File: src/rtl/scan_chain_ctrl.sv
// Mux-scan chain controller: shifts a pattern in, optionally pulses one capture
// cycle, shifts the chain back out and returns it over a valid/ready response.
module scan_chain_ctrl #(
  parameter int CHAIN_LEN = 8,
  parameter int CNT_W     = $clog2(CHAIN_LEN + 1)
) (
  input  logic                 CK,
  input  logic                 RB,
  input  logic                 cmd_valid,
  output logic                 cmd_ready,
  input  logic [CHAIN_LEN-1:0] cmd_data,
  input  logic                 cmd_cap,
  output logic                 rsp_valid,
  input  logic                 rsp_ready,
  output logic [CHAIN_LEN-1:0] rsp_data,
  output logic                 SEL,
  output logic                 TD,
  input  logic                 SO,
  output logic                 busy
);

  typedef enum logic [2:0] {
    S_IDLE,
    S_LOAD,
    S_CAPT,
    S_UNLOAD,
    S_RESP
  } state_t;

  localparam logic [CNT_W-1:0] CNT_LAST = CNT_W'(CHAIN_LEN - 1);

  state_t               state_q, state_d;
  logic [CNT_W-1:0]     cnt_q, cnt_d;
  logic [CHAIN_LEN-1:0] pat_q, pat_d;
  logic                 cap_q, cap_d;
  logic                 sel_q, sel_d;
  logic                 td_q, td_d;
  logic [CHAIN_LEN-1:0] rsp_q, rsp_d;

  // sel_d/td_d are the values the chain sees during the *next* cycle, so every
  // transition sets them for the state being entered.
  always_comb begin
    state_d = state_q;
    cnt_d   = cnt_q;
    pat_d   = pat_q;
    cap_d   = cap_q;
    sel_d   = 1'b0;
    td_d    = 1'b0;
    rsp_d   = rsp_q;
    case (state_q)
      S_IDLE: begin
        if (cmd_valid) begin
          pat_d   = cmd_data;
          cap_d   = cmd_cap;
          cnt_d   = '0;
          state_d = S_LOAD;
          sel_d   = 1'b1;
          td_d    = cmd_data[CHAIN_LEN-1];
        end
      end
      S_LOAD: begin
        pat_d = pat_q << 1;
        if (cnt_q == CNT_LAST) begin
          cnt_d = '0;
          if (cap_q) begin
            state_d = S_CAPT;
          end else begin
            state_d = S_UNLOAD;
            sel_d   = 1'b1;
          end
        end else begin
          cnt_d = cnt_q + 1'b1;
          sel_d = 1'b1;
          td_d  = pat_q[CHAIN_LEN-2];
        end
      end
      S_CAPT: begin
        state_d = S_UNLOAD;
        sel_d   = 1'b1;
      end
      S_UNLOAD: begin
        // SO is the last cell's pre-shift Q; first bit out is the MSB
        for (int k = 0; k < CHAIN_LEN; k++) begin
          if (cnt_q == CNT_W'(CHAIN_LEN - 1 - k)) rsp_d[k] = SO;
        end
        if (cnt_q == CNT_LAST) begin
          cnt_d   = '0;
          state_d = S_RESP;
        end else begin
          cnt_d = cnt_q + 1'b1;
          sel_d = 1'b1;
        end
      end
      S_RESP: begin
        if (rsp_ready) state_d = S_IDLE;
      end
      default: state_d = S_IDLE;
    endcase
  end

  always_ff @(posedge CK or negedge RB) begin
    if (!RB) begin
      state_q <= S_IDLE;
      cnt_q   <= '0;
      pat_q   <= '0;
      cap_q   <= 1'b0;
      sel_q   <= 1'b0;
      td_q    <= 1'b0;
      rsp_q   <= '0;
    end else begin
      state_q <= state_d;
      cnt_q   <= cnt_d;
      pat_q   <= pat_d;
      cap_q   <= cap_d;
      sel_q   <= sel_d;
      td_q    <= td_d;
      rsp_q   <= rsp_d;
    end
  end

  assign SEL       = sel_q;
  assign TD        = td_q;
  assign rsp_data  = rsp_q;
  assign cmd_ready = (state_q == S_IDLE);
  assign rsp_valid = (state_q == S_RESP);
  assign busy      = (state_q != S_IDLE);

endmodule
File: config.mk
export PLATFORM = sky130hd
export DESIGN_NAME = scan_chain_ctrl
export DESIGN_NICKNAME = d
export VERILOG_FILES = /design/src/rtl/scan_chain_ctrl.sv
export SDC_FILE = /design/constraint.sdc
export NUM_CORES = 1
export LEC_CHECK = 0
export BUFFER_PORTS_ARGS = -buffer_cell sky130_fd_sc_hd__buf_2
export CAP_MARGIN = 40
export CORE_ASPECT_RATIO = 0.9
export CORE_MARGIN = 3
export CORE_UTILIZATION = 30
export CTS_CLUSTER_SIZE = 12
export DETAILED_ROUTE_END_ITERATION = 12
export PLACE_DENSITY = 0.57
export SYNTH_ARGS = -nofsm -noshare
export SYNTH_HDL_FRONTEND = slang
export SYNTH_SLANG_ARGS = --single-unit
export TNS_END_PERCENT = 1
File: constraint.sdc
create_clock -name CK -period 1.4 [get_ports CK]
set_input_delay 0.14 -clock CK [delete_from_list [all_inputs] [get_ports CK]]
set_output_delay 0.14 -clock CK [all_outputs]
set_load 0.05 [all_outputs]
# --- Yosys cells after proc, flatten, opt, wreduce, memory -nomap -nowiden ---
# Cells that the tools add are included.
classes:
  n_mux: 19
  n_reduce_logical: 18
  n_addsub: 1
  n_eq_ne: 15
ops:
  columns: ["op", "n"]
  rows:
  - ["AND reduction 2 bit", 11]
  - ["equality test 4 x 3 -> 1 bit (second input constant)", 4]
  - ["case mux 3 bit (5 select lines)", 1]
  - ["case mux 7 bit (2 select lines)", 1]
  - ["2-to-1 mux 3 bit", 4]
  - ["equality test 4 x 2 -> 1 bit (second input constant)", 2]
  - ["2-to-1 mux 4 bit", 2]
  - ["case mux 4 bit (2 select lines)", 1]
  - ["2-to-1 mux 1 bit", 7]
  - ["2-to-1 mux 7 bit", 1]
  - ["equality test 3 x 2 -> 1 bit (second input constant)", 2]
  - ["!= test 2 bit (second input constant)", 3]
  - ["adder 4 x 1 -> 4 bit (second input constant)", 1]
  - ["equality test 4 x 1 -> 1 bit (second input constant)", 1]
  - ["logical NOT 4 bit", 1]
  - ["case mux 1 bit (4 select lines)", 1]
  - ["AND reduction 4 bit", 1]
  - ["nonzero test 2 bit", 2]
  - ["equality test 3 x 1 -> 1 bit (second input constant)", 1]
  - ["equality test 3 bit (second input constant)", 1]
  - ["logical NOT 3 bit", 1]
  - ["nonzero test 3 bit", 1]
  - ["!= test 2 x 1 -> 1 bit (second input constant)", 1]
  - ["case mux 1 bit (2 select lines)", 1]
  - ["OR reduction 2 bit", 1]
word_totals:
  input_bits: 14
  reg_bits: 25

# --- Longest topological paths before layout ---
logic_depth:
  depth_word: 4
  mapped_depth: 5
  depth_no_buf: 4

# --- Worst setup path after synthesis ---
# No wires, ideal clock.
synth_path:
  kind: "reg2out"
  from: "register state_q[2]"
  to: "output rsp_valid"
  n_path_buf: 1
  t_arrival_ps: 1735
  slack_ps: -475
  stages_incl_launch_ff: 4
  t_required_ps: 1260
  cell_sequence: "dfrtp_1 buf_2 inv_1 nor3_1"
synth_via:
  elab_chain_len: 1
synth_rtl:
  columns: ["element", "line", "rtl"]
  rows:
  - ["from (decl)", "32", "state_t state_q, state_d;"]
  - ["from (signal assigned)", "111", "state_q <= state_d;"]
  - ["equality test 3 bit", "125", "assign rsp_valid = (state_q == S_RESP);"]
  - ["to (decl)", "13", "output logic rsp_valid,"]
# No other way between the ends.

# --- Worst setup path in the final report ---
layout_path:
  from: "register state_q[1]"
  to: "output cmd_ready"
layout_via:
  elab_chain_len: 1
layout_rtl:
  columns: ["element", "line", "rtl"]
  rows:
  - ["logical NOT 3 bit", "124", "assign cmd_ready = (state_q == S_IDLE);"]
  - ["to (decl)", "10", "output logic cmd_ready,"]
# No other way between the ends.

==> run summary <==
OUTCOME
------------------------------------------------------------------------------
Outcome                                                           finished, violations left
Violated checks                                                   negative setup slack

TIMING
------------------------------------------------------------------------------
Setup slack after layout                                              -85.3 ps
Transition time of the tightest slew-check pin                          549 ps
Max-slew headroom                                                        63.4%
Total count of max-transition violations in the final report                 0
Unrepaired setup endpoints after global routing                           true
Clk_skew                                                               4.93 ps
Final-report setup violation count                                           5
Final hold violations                                                        0
Post-route fraction of the period consumed by the critical path           106%
Final period demand of the worst path                                  1490 ps
Hold Slack                                                             37.4 ps
FMAX                                                                   673 MHz

FLOORPLAN
------------------------------------------------------------------------------
X dimension of the die                                                 73.6 um
Initial standard-cell utilization of the core                            32.1%
Area of the core                                                      3840 um2
Floorplan row count                                                         21
Die footprint                                                         4910 um2
Vert. Die Dim                                                          66.8 um
Number of I/O pins                                                          27

LAYOUT
------------------------------------------------------------------------------
Final standard cell utilization of the core                              43.4%
Fraction of final layout cells sized beyond drive strength 1             47.8%
Final nets                                                                 178
Synthesis-to-layout area growth                                          35.2%
# fillers                                                                  381
Antenna Cells                                                                0
Finished Layout Cells                                                      205
Most frequent cells in the layout                                 23 x dfrtp_1, 23 x buf_2, 19 x buf_4

LOGIC SYNTHESIS
------------------------------------------------------------------------------
Yosys warning count                                                          0
Total standard cell area after synthesis                              1230 um2
Area fraction of the dominant cell type after synthesis                  50.8%
Async set-or-reset flop fraction in the synthesized netlist               100%
Portion of the post-synthesis area used by sequential elements           50.8%
Number of register bits inferred by synthesis                               25
Gate count of the mapped netlist                                           116
Main area contributors after synthesis                            dfrtp_1 51%, mux2_2 8.2%, ha_1 4.1%
Leading area contributor after synthesis                               dfrtp_1
Number of nets in the synthesized netlist                                  134
Average cell area after synthesis                                     10.6 um2
Distinct cell type count of the synthesized netlist                         32
Number of synthesized flops with an enable pin                               0
Main flop type after synthesis                                         dfrtp_1

ROUTING
------------------------------------------------------------------------------
Vias                                                                      1027
Wire length after detailed routing                                     2890 um
Remaining antenna violation count                                            0
Drt first-iter violations                                                   15
Wire length per cell after detailed routing                            14.1 um
Number of DRC violations after detailed routing                              0
Per-cell via count in the routed design                                   5.01
First-pass DRT Iterations                                                    4

GLOBAL ROUTE
------------------------------------------------------------------------------
Number of global-route vias before repair                                 1089
Total congestion overflow after global routing                               0
Pin count of the biggest net entering global routing                        26
Overall global routing resource usage                                    13.1%
First-pass GRT wire length                                             4930 um
Initial antenna violation count                                              0

CRITICAL PATH
------------------------------------------------------------------------------
Data required time of the critical path                                1260 ps
CP max FO                                                                    4
Type of the worst setup path                                      flop to output port
Cell depth of the worst flop-to-flop path                                    6
CP endpoint kind                                                   output port
Data arrival at the endpoint of the critical path                      1350 ps
Startpoint class of the critical path                                     flop
Internal reg-to-reg setup slack                                         -30 ps

CLOCK NETWORK
------------------------------------------------------------------------------
Clock-pin transition on the worst setup and hold timing paths            80 ps
Clock tree from TritonCTS                                                built
Master cell of the clock root buffer                                  clkbuf_8
Total clock buffers created by CTS                                           3
H-tree lvl count                                                             1
Clock insertion delay at the later pin of the skew report               270 ps
CTS Buffer Depth                                                             2
Number of clock sinks                                                       25

PWR
------------------------------------------------------------------------------
Leakage                                                            0.000746 uW
P per Cell Area                                                    2590 nW/um2
Maximum resistive drop on vdd                                           952 uV

PLACE
------------------------------------------------------------------------------
DP HPWL                                                                2080 um
Number of instances in the placed design                                   198
GP Congestion                                                            0.825
Number of I/O port buffers                                                  26

JOB
------------------------------------------------------------------------------
Maxcap violations                                                            0

HOLD PATH
------------------------------------------------------------------------------
Worst Hold Class                                                  input port to flop
Hold Crit Depth                                                              2

==> metrics by stage <==
step / worst slack [ps] / cell area (um2) / TNS (ps) / total power [uW]
2_1_floorplan: -74.4 / 1250 / -139 / 2970
3_3_place_gp: -19.4 / 1520 / -64.4 / 3600
3_5_place_dp: -82.9 / 1520 / -276 / 3640
4_1_cts: -90.8 / 1630 / -440 / 4200
5_1_grt: -128 / 1670 / -1050 / 4610
6_report: -85.3 / 1670 / -195 / 4310
==> synthesized netlist by cell type (2+ instances only) <==
library cell / instances
a21oi_1: 5
a22o_1: 2
a22oi_1: 2
a31oi_1: 2
a32o_1: 2
and2b_1: 2
buf_2: 4
dfrtp_1: 25
ha_1: 4
inv_1: 4
mux2_2: 9
nand2_1: 6
nand3_1: 9
nor2_1: 10
nor2b_1: 2
nor3_1: 5
o21ai_0: 3
o22ai_1: 4
or2_2: 2
xor2_1: 2
==> state kept, by name (all words and copies together) (netlist names) <==
register / flops
SEL: 1
rsp_data: 8
state_q: 3
TD: 1
cnt_q: 4
pat_q: 7
cap_q: 1
==> critical path, stage by stage, from the launching register on <==
cell and delay [ps]:
dfrtp_2 430, or3_4 420, clkinvlp_4 90, buf_8 130
==> report_power, final <==
group | internal [uW] | switching (uW)
clock network | 204 | 230
logic | 1050 | 1480
registers | 1080 | 265
total | 2330 | 1980
==> kinds of logic (layout without fill, tap and decap cells) <==
logic type               Yosys count  count (layout)  share of synthesized area [%]
buffers and inverters             10              53                           4.06
AND/OR/NAND/NOR                   45              45                           20.2
AO/OA/AOI/OAI                     21              21                           11.3
flip-flops                        25              25                           50.8
multiplexers                       9               9                           8.22
XOR/XNOR                           2               2                           1.42
adder cells (fa/ha/maj)            4               4                           4.06
==> routing by layer <==
metal	up-vias	track usage [%]	wire [um]
met2	17	19.8	1370
met1	502	18.0	1380
met5	-	0	0
met3	5	1.36	67
met4	0	7.47	79
li1	503	-	-
==> worst paths after layout <==
kind	from	endpoint
min in group asynchronous	RB	rsp_data[7]
hold reg to reg	rsp_data[5]	rsp_data[5]
hold / removal	rsp_ready	state_q[2]
max in group asynchronous	RB	state_q[0]
setup reg to reg	state_q[2]	pat_q[0]
setup / recovery	state_q[1]	cmd_ready
==> final cells by class <==
class | instances | area [um2] | share of cell area (%)
Clock buffer | 4 | 45.0 | 2.70
Inverter | 4 | 18.8 | 1.13
Multi-Input combinational cell | 81 | 623 | 37.4
Sequential cell | 25 | 628 | 37.7
Tap cell | 46 | 57.6 | 3.45
Timing Repair Buffer | 45 | 294 | 17.6
==> what timing repair did <==
| action | in CTS | in global routing |
|---|---|---|
| buffers inserted | 2 | 0 |
| hold buffers | 1 | 0 |
| pin swaps | 5 | 2 |
| hold endpoints to repair | 25 | 0 |
| gates resized for setup | 15 | 10 |
| endpoints found under the setup margin | 12 | 26 |
Power figures use the tool's default switching activity.
